==> config.mk <==
export PLATFORM = sky130hd
export DESIGN_NAME = mem_arbiter_flat
export DESIGN_NICKNAME = d
export VERILOG_FILES = /design/src/rtl/mem_arb_pkg.sv /design/src/rtl/mem_arbiter_if.sv /design/src/rtl/mem_arb_bounds.sv /design/src/rtl/mem_arbiter.sv /design/src/flat_wrapper.sv
export SDC_FILE = /design/constraint.sdc
export NUM_CORES = 1
export LEC_CHECK = 0
export CELL_PAD_IN_SITES_DETAIL_PLACEMENT = 1
export CELL_PAD_IN_SITES_GLOBAL_PLACEMENT = 1
export CORE_ASPECT_RATIO = 0.5
export CORE_UTILIZATION = 31
export CTS_CLUSTER_SIZE = 24
export DETAILED_ROUTE_END_ITERATION = 7
export PLACE_DENSITY = 0.77
export SYNTH_ARGS = -nofsm -noshare
export SYNTH_HDL_FRONTEND = slang
export SYNTH_HIERARCHICAL = 1
export SYNTH_SLANG_ARGS = --single-unit
==> constraint.sdc <==
create_clock -name clk -period 4.9 [get_ports clk]
set_input_delay 0.735 -clock clk [delete_from_list [all_inputs] [get_ports clk]]
set_output_delay 0.735 -clock clk [all_outputs]
set_load 0.01 [all_outputs]
==> src/rtl/mem_arb_pkg.sv <==
// mem_arb_pkg
//   Shared types and default constants for the memory-port arbiter.
//   Exports the FSM state enum and default bus widths / segment bounds.
package mem_arb_pkg;

   localparam int MEM_ARB_ADDR_W = 32;
   localparam int MEM_ARB_DATA_W = 32;

   localparam logic [MEM_ARB_ADDR_W-1:0] MEM_ARB_INSTR_BASE = 32'h0000_0000;
   localparam logic [MEM_ARB_ADDR_W-1:0] MEM_ARB_INSTR_TOP  = 32'h0000_FFFF;
   localparam logic [MEM_ARB_ADDR_W-1:0] MEM_ARB_DATA_BASE  = 32'h0001_0000;
   localparam logic [MEM_ARB_ADDR_W-1:0] MEM_ARB_DATA_TOP   = 32'h0001_FFFF;

   typedef enum logic [2:0] {
      ST_IDLE   = 3'd0,
      ST_I_BUSY = 3'd1,
      ST_D_BUSY = 3'd2,
      ST_I_RESP = 3'd3,
      ST_D_RESP = 3'd4
   } mem_arb_state_t;

endpackage

==> src/rtl/mem_arbiter_if.sv <==
// mem_arbiter_if
//   Bundles the fetch requester, data requester and memory port signals.
//   modport master : arbiter view (serves requesters, drives memory port)
//   modport slave  : surroundings view (CPU requesters and memory model)
interface mem_arbiter_if
   import mem_arb_pkg::*;
#(
   parameter int ADDR_W = MEM_ARB_ADDR_W,
   parameter int DATA_W = MEM_ARB_DATA_W
);
   logic              i_req;
   logic [ADDR_W-1:0] i_addr;
   logic [DATA_W-1:0] i_rdata;
   logic              wait_instr;
   logic              instr_segv;

   logic              d_req;
   logic              d_we;
   logic [ADDR_W-1:0] d_addr;
   logic [DATA_W-1:0] d_wdata;
   logic [DATA_W-1:0] d_rdata;
   logic              wait_data;
   logic              data_segv;

   logic              m_req;
   logic              m_we;
   logic [ADDR_W-1:0] m_addr;
   logic [DATA_W-1:0] m_wdata;
   logic              m_ack;
   logic [DATA_W-1:0] m_rdata;

   modport master (
      input  i_req, i_addr, d_req, d_we, d_addr, d_wdata, m_ack, m_rdata,
      output i_rdata, wait_instr, instr_segv, d_rdata, wait_data, data_segv,
             m_req, m_we, m_addr, m_wdata
   );

   modport slave (
      output i_req, i_addr, d_req, d_we, d_addr, d_wdata, m_ack, m_rdata,
      input  i_rdata, wait_instr, instr_segv, d_rdata, wait_data, data_segv,
             m_req, m_we, m_addr, m_wdata
   );
endinterface

==> src/rtl/mem_arb_bounds.sv <==
// mem_arb_bounds
//   Combinational inclusive range check: ok = BASE <= addr <= TOP.
//   Ports: addr (in), ok (out). Assumes BASE <= TOP.
module mem_arb_bounds #(
   parameter int                ADDR_W = 32,
   parameter logic [ADDR_W-1:0] BASE   = '0,
   parameter logic [ADDR_W-1:0] TOP    = '0
) (
   input  logic [ADDR_W-1:0] addr,
   output logic              ok
);
   // Offset-from-base compare folds both bounds into one unsigned test and
   // avoids a constant comparison when BASE is zero.
   localparam logic [ADDR_W-1:0] SPAN = TOP - BASE;

   logic [ADDR_W-1:0] offset;

   assign offset = addr - BASE;
   assign ok     = (offset <= SPAN);
endmodule

==> src/rtl/mem_arbiter.sv <==
// mem_arbiter
//   Shares one memory port between instruction fetch and load/store, with
//   segment-bounds checking at grant time.
//   Ports: clk, rst (async, active-high), bus (mem_arbiter_if.master:
//   fetch req/addr/rdata/wait/segv, data req/we/addr/wdata/rdata/wait/segv,
//   memory req/we/addr/wdata/ack/rdata).
//   Optional feature: MEM_ARB_BOUNDS_EN enables the bounds check; when it is
//   undefined every address passes and the segv outputs are tied low.
//
//   state     | meaning
//   ----------+---------------------------------------------------
//   ST_IDLE   | arbitrate pending requests, latch winner
//   ST_I_BUSY | fetch issued to memory, waiting for m_ack
//   ST_D_BUSY | load/store issued to memory, waiting for m_ack
//   ST_I_RESP | fetch completion cycle (data or segv)
//   ST_D_RESP | load/store completion cycle (data or segv)
module mem_arbiter
   import mem_arb_pkg::*;
#(
   parameter int                ADDR_W     = MEM_ARB_ADDR_W,
   parameter int                DATA_W     = MEM_ARB_DATA_W,
   parameter logic [ADDR_W-1:0] INSTR_BASE = MEM_ARB_INSTR_BASE,
   parameter logic [ADDR_W-1:0] INSTR_TOP  = MEM_ARB_INSTR_TOP,
   parameter logic [ADDR_W-1:0] DATA_BASE  = MEM_ARB_DATA_BASE,
   parameter logic [ADDR_W-1:0] DATA_TOP   = MEM_ARB_DATA_TOP
) (
   input  logic          clk,
   input  logic          rst,
   mem_arbiter_if.master bus
);

   mem_arb_state_t    state_q, state_d;
   logic              last_data_q, last_data_d;
   logic [ADDR_W-1:0] addr_q, addr_d;
   logic              we_q, we_d;
   logic [DATA_W-1:0] wdata_q, wdata_d;
   logic [DATA_W-1:0] i_rdata_q, i_rdata_d;
   logic [DATA_W-1:0] d_rdata_q, d_rdata_d;
   logic              i_ok, d_ok;
   logic              mem_busy;

`ifdef MEM_ARB_BOUNDS_EN
   logic segv_q, segv_d;

   mem_arb_bounds #(.ADDR_W(ADDR_W), .BASE(INSTR_BASE), .TOP(INSTR_TOP)) u_instr_bounds (
      .addr (bus.i_addr),
      .ok   (i_ok)
   );

   mem_arb_bounds #(.ADDR_W(ADDR_W), .BASE(DATA_BASE), .TOP(DATA_TOP)) u_data_bounds (
      .addr (bus.d_addr),
      .ok   (d_ok)
   );
`else
   assign i_ok = 1'b1;
   assign d_ok = 1'b1;
`endif

   always_ff @(posedge clk or posedge rst) begin
      if (rst) begin
         state_q     <= ST_IDLE;
         last_data_q <= 1'b0;
         addr_q      <= '0;
         we_q        <= 1'b0;
         wdata_q     <= '0;
         i_rdata_q   <= '0;
         d_rdata_q   <= '0;
`ifdef MEM_ARB_BOUNDS_EN
         segv_q      <= 1'b0;
`endif
      end else begin
         state_q     <= state_d;
         last_data_q <= last_data_d;
         addr_q      <= addr_d;
         we_q        <= we_d;
         wdata_q     <= wdata_d;
         i_rdata_q   <= i_rdata_d;
         d_rdata_q   <= d_rdata_d;
`ifdef MEM_ARB_BOUNDS_EN
         segv_q      <= segv_d;
`endif
      end
   end

   always_comb begin
      state_d     = state_q;
      last_data_d = last_data_q;
      addr_d      = addr_q;
      we_d        = we_q;
      wdata_d     = wdata_q;
      i_rdata_d   = i_rdata_q;
      d_rdata_d   = d_rdata_q;
`ifdef MEM_ARB_BOUNDS_EN
      segv_d      = segv_q;
`endif
      unique case (state_q)
         ST_IDLE: begin
            // Data wins when it is alone or when fetch was granted last.
            if (bus.d_req && (!bus.i_req || !last_data_q)) begin
               last_data_d = 1'b1;
               addr_d      = bus.d_addr;
               we_d        = bus.d_we;
               wdata_d     = bus.d_wdata;
               state_d     = d_ok ? ST_D_BUSY : ST_D_RESP;
`ifdef MEM_ARB_BOUNDS_EN
               segv_d      = !d_ok;
`endif
            end else if (bus.i_req) begin
               last_data_d = 1'b0;
               addr_d      = bus.i_addr;
               we_d        = 1'b0;
               wdata_d     = '0;
               state_d     = i_ok ? ST_I_BUSY : ST_I_RESP;
`ifdef MEM_ARB_BOUNDS_EN
               segv_d      = !i_ok;
`endif
            end
         end
         ST_I_BUSY: begin
            if (bus.m_ack) begin
               i_rdata_d = bus.m_rdata;
               state_d   = ST_I_RESP;
            end
         end
         ST_D_BUSY: begin
            if (bus.m_ack) begin
               if (!we_q) d_rdata_d = bus.m_rdata;
               state_d = ST_D_RESP;
            end
         end
         ST_I_RESP: state_d = ST_IDLE;
         ST_D_RESP: state_d = ST_IDLE;
         default:   state_d = ST_IDLE;
      endcase
   end

   assign mem_busy    = (state_q == ST_I_BUSY) || (state_q == ST_D_BUSY);
   assign bus.m_req   = mem_busy;
   assign bus.m_we    = mem_busy & we_q;
   assign bus.m_addr  = addr_q;
   assign bus.m_wdata = wdata_q;

   assign bus.i_rdata    = i_rdata_q;
   assign bus.d_rdata    = d_rdata_q;
   assign bus.wait_instr = bus.i_req & (state_q != ST_I_RESP);
   assign bus.wait_data  = bus.d_req & (state_q != ST_D_RESP);

`ifdef MEM_ARB_BOUNDS_EN
   assign bus.instr_segv = (state_q == ST_I_RESP) & segv_q;
   assign bus.data_segv  = (state_q == ST_D_RESP) & segv_q;
`else
   assign bus.instr_segv = 1'b0;
   assign bus.data_segv  = 1'b0;
`endif

endmodule

==> src/flat_wrapper.sv <==
// flat-port wrapper written by rule: the top's interface ports become plain ports
module mem_arbiter_flat import mem_arb_pkg::*;
#(
   parameter int                ADDR_W     = MEM_ARB_ADDR_W,
   parameter int                DATA_W     = MEM_ARB_DATA_W,
   parameter logic [ADDR_W-1:0] INSTR_BASE = MEM_ARB_INSTR_BASE,
   parameter logic [ADDR_W-1:0] INSTR_TOP  = MEM_ARB_INSTR_TOP,
   parameter logic [ADDR_W-1:0] DATA_BASE  = MEM_ARB_DATA_BASE,
   parameter logic [ADDR_W-1:0] DATA_TOP   = MEM_ARB_DATA_TOP
)
  (clk, rst, bus_i_req, bus_i_addr, bus_d_req, bus_d_we, bus_d_addr, bus_d_wdata, bus_m_ack, bus_m_rdata, bus_i_rdata, bus_wait_instr, bus_instr_segv, bus_d_rdata, bus_wait_data, bus_data_segv, bus_m_req, bus_m_we, bus_m_addr, bus_m_wdata);
  mem_arbiter_if #(.ADDR_W(ADDR_W), .DATA_W(DATA_W)) bus_i ();
  input  logic clk;
  input  logic rst;
  input wire logic [$bits(bus_i.i_req)-1:0] bus_i_req;
  input wire logic [$bits(bus_i.i_addr)-1:0] bus_i_addr;
  input wire logic [$bits(bus_i.d_req)-1:0] bus_d_req;
  input wire logic [$bits(bus_i.d_we)-1:0] bus_d_we;
  input wire logic [$bits(bus_i.d_addr)-1:0] bus_d_addr;
  input wire logic [$bits(bus_i.d_wdata)-1:0] bus_d_wdata;
  input wire logic [$bits(bus_i.m_ack)-1:0] bus_m_ack;
  input wire logic [$bits(bus_i.m_rdata)-1:0] bus_m_rdata;
  output wire logic [$bits(bus_i.i_rdata)-1:0] bus_i_rdata;
  output wire logic [$bits(bus_i.wait_instr)-1:0] bus_wait_instr;
  output wire logic [$bits(bus_i.instr_segv)-1:0] bus_instr_segv;
  output wire logic [$bits(bus_i.d_rdata)-1:0] bus_d_rdata;
  output wire logic [$bits(bus_i.wait_data)-1:0] bus_wait_data;
  output wire logic [$bits(bus_i.data_segv)-1:0] bus_data_segv;
  output wire logic [$bits(bus_i.m_req)-1:0] bus_m_req;
  output wire logic [$bits(bus_i.m_we)-1:0] bus_m_we;
  output wire logic [$bits(bus_i.m_addr)-1:0] bus_m_addr;
  output wire logic [$bits(bus_i.m_wdata)-1:0] bus_m_wdata;
  assign bus_i.i_req = bus_i_req;
  assign bus_i.i_addr = bus_i_addr;
  assign bus_i.d_req = bus_d_req;
  assign bus_i.d_we = bus_d_we;
  assign bus_i.d_addr = bus_d_addr;
  assign bus_i.d_wdata = bus_d_wdata;
  assign bus_i.m_ack = bus_m_ack;
  assign bus_i.m_rdata = bus_m_rdata;
  assign bus_i_rdata = bus_i.i_rdata;
  assign bus_wait_instr = bus_i.wait_instr;
  assign bus_instr_segv = bus_i.instr_segv;
  assign bus_d_rdata = bus_i.d_rdata;
  assign bus_wait_data = bus_i.wait_data;
  assign bus_data_segv = bus_i.data_segv;
  assign bus_m_req = bus_i.m_req;
  assign bus_m_we = bus_i.m_we;
  assign bus_m_addr = bus_i.m_addr;
  assign bus_m_wdata = bus_i.m_wdata;
  mem_arbiter #(.ADDR_W(ADDR_W), .DATA_W(DATA_W), .INSTR_BASE(INSTR_BASE), .INSTR_TOP(INSTR_TOP), .DATA_BASE(DATA_BASE), .DATA_TOP(DATA_TOP)) u_core (.clk(clk), .rst(rst), .bus(bus_i));
endmodule
==> flow_metrics.env <==
export IMPL_synthTopCellsByCount="133 x dfrtp_1, 49 x mux2_2, 33 x a22o_1"
export IMPL_worstSkewPairLatency_ns=0.41
export IMPL_min_period_ns=2.87
export IMPL_r2r_cells=3
export IMPL_nets=749
export IMPL_area_growth_synth_to_final_pct=66.1
export IMPL_hold_violations=0
export IMPL_min_path_cells=1
export IMPL_cts_max_level=4
export IMPL_clockBufferDepth=2
export IMPL_slew_violations=0
export IMPL_drv_cap=0
export IMPL_synth_edf_count=0
export IMPL_core_um2=16500
export IMPL_drive_gt1_frac=0.153
export IMPL_cts_hold_buf=0
export IMPL_cts_sinks=133
export IMPL_post_synth_instance_area_um2=5250
export IMPL_yosysTopAreaCellShare=0.633
export IMPL_final_setup_tns_ns=0
export IMPL_die_x_um=186
export IMPL_viasPerCell=4.84
export IMPL_rows=33
export IMPL_skew_ns=0.0108
export IMPL_design_area_um2=8730
export IMPL_dr_pass1_iters=4
export IMPL_grt_pass1_vias=4526
export IMPL_wl_per_cell_um=20.1
export IMPL_cts_inserted_buffers=17
export IMPL_grt_pass1_wl_mm=26.4
export IMPL_yosys_area_top_type="dfrtp_1"
export IMPL_path_clk_slew_ns=0.06
export IMPL_hold_class="register to register"
export IMPL_ys_seq_area_frac=0.633
export IMPL_synth_seq_cells=133
export IMPL_power_density_nw_per_um2=661
export IMPL_fin_hold_ws_ns=0.486
export IMPL_place_inst=823
export IMPL_post_cts_buffers=0
export IMPL_run_status="complete, no violations"
export IMPL_cp_max_fo=6
export IMPL_dp_hpwl_mm=12.1
export IMPL_ctsResizeCount=0
export IMPL_ioPinCount=268
export IMPL_crit_type="input port to output pin"
export IMPL_routed_wl_mm=17.2
export IMPL_synth_main_ff_cell="dfrtp_1"
export IMPL_place_gp_congestion=0.737
export IMPL_start_kind="input port"
export IMPL_nFillCells=1645
export IMPL_detail_route_antenna_nets=0
export IMPL_cts_tree="yes"
export IMPL_diodes=0
export IMPL_drc_errors=0
export IMPL_yosysWarnings=6
export IMPL_die_area_um2=17500
export IMPL_syn_inst=350
export IMPL_fin_crit_sh=0.585
export IMPL_die_y_um=94.1
export IMPL_grt_max_degree=72
export IMPL_cp_end_kind="output pin"
export IMPL_synthTopCellsByArea="dfrtp_1 63%, mux2_2 11%, o221a_1 6.4%, a22o_1 5.5%, o21bai_1 4.6%"
export IMPL_avgSynthCellArea_um2=15.0
export IMPL_io_buffers=265
export IMPL_async_flop_share=1.00
export IMPL_final_cells=855
export IMPL_cp_arrival_ns=2.13
export IMPL_dpl_cell_area_um2=8120
export IMPL_power_leakage_uw=0.00357
export IMPL_clockRootBuffer="clkbuf_16"
export IMPL_antenna_found_initial=0
export IMPL_rsz0062_at_grt="false"
export IMPL_vias=4134
export IMPL_peakVddDrop_mv=0.296
export IMPL_worstMarginPinSlew_ns=1.22
export IMPL_grt_usage=0.201
export IMPL_setup_viol=0
export IMPL_grt_overflow=0
export IMPL_synth_cell_types=29
export IMPL_worstPathRequired_ns=4.16
export IMPL_start_util=0.319
export IMPL_slew_headroom=0.187
export IMPL_synthMostInstantiatedCell="dfrtp_1"
export IMPL_drtIter0Drc=146
export IMPL_fmax_ghz=0.349
-- path summary, 6_finish.rpt --
path	startpoint	slack, ns	end
max	bus_d_req	2.03	bus_wait_data
max reg2reg	u_core/state_q[2]$_DFFE_PP0P_	2.78	u_core/bus.i_rdata[18]$_DFFE_PP0P_
min in group asynchronous	rst	0.90	u_core/bus.m_addr[18]$_DFFE_PP0P_
max in group asynchronous	rst	2.96	u_core/bus.d_rdata[30]$_DFFE_PP0P_
min	u_core/bus.d_rdata[15]$_DFFE_PP0P_	0.49	u_core/bus.d_rdata[15]$_DFFE_PP0P_
min reg2reg	u_core/bus.d_rdata[15]$_DFFE_PP0P_	0.49	u_core/bus.d_rdata[15]$_DFFE_PP0P_
-- layout make-up --
| cell class | instances | area [µm²] | area share |
|---|---|---|---|
| clock buffer | 20 | 457 | 0.0523 |
| inverter | 1 | 6.26 | 0.000717 |
| multi-input combinational | 189 | 1790 | 0.205 |
| tap | 227 | 284 | 0.0325 |
| clock inverter | 12 | 145 | 0.0166 |
| timing repair buffer | 273 | 2710 | 0.311 |
| sequential | 133 | 3330 | 0.381 |
-- worst max-delay path: stages --
cell and delay [ns]:
clkdlybuf4s50_1 0.59, a21boi_0 0.20, clkdlybuf4s50_1 0.60
-- sequential cells by signal, summed over array words and instances, names as in the netlist --
| name | count |
|---|---|
| u_core/bus.m_wdata | 32 |
| u_core/last_data_q | 1 |
| u_core/bus.m_addr | 32 |
| u_core/bus.d_rdata | 32 |
| u_core/state_q | 3 |
| u_core/bus.i_rdata | 32 |
| u_core/we_q | 1 |
-- placed cells by master, fill, tap and decap left out, types with 3 or more instances in the layout --
| cell | netlist | routed |
|---|---|---|
| a22o_1 | 33 | 33 |
| buf_4 | 8 | 8 |
| clkbuf_16 | 0 | 17 |
| clkdlybuf4s50_1 | 0 | 265 |
| clkinv_4 | 0 | 5 |
| dfrtp_1 | 133 | 133 |
| inv_6 | 0 | 3 |
| mux2_1 | 16 | 16 |
| mux2_2 | 49 | 49 |
| nand2b_1 | 4 | 4 |
| o21bai_1 | 32 | 32 |
| o221a_1 | 30 | 30 |
-- routing by layer --
| metal | up-vias | GRT usage | part of all wire |
|---|---|---|---|
| li1 | 1852 | - | - |
| met1 | 2170 | 0.244 | 0.41 |
| met2 | 85 | 0.359 | 0.54 |
| met3 | 27 | 0.0318 | 0.028 |
| met4 | 0 | 0.0779 | 0.021 |
| met5 | - | 0 | 0 |
-- where the power goes --
group / switching (µW) / internal, µW
Combinational: 1040 / 1510
Sequential: 293 / 1620
Clock: 518 / 786
-- cells by family after synthesis --
kind of cell	after synthesis	synth area share
and+or+nand+nor	18	0.0210
muxes	65	0.139
other	1	0.000714
AOI/OAI and AO/OA	104	0.177
buffers and inverters	29	0.0281
DFF	133	0.633
-- per-stage QoR --
step | util | worst slack, ns | power (µW)
after floorplan | - | 0.611 | 3060
after global placement | 0.493 | 2.02 | 4420
after detailed placement | 0.493 | 2.03 | 4480
after CTS | 0.530 | 2.03 | 5850
after global routing | 0.530 | 1.92 | 6060
final | 0.530 | 2.03 | 5770
Note: power is estimated with default switching activity, not from simulation.
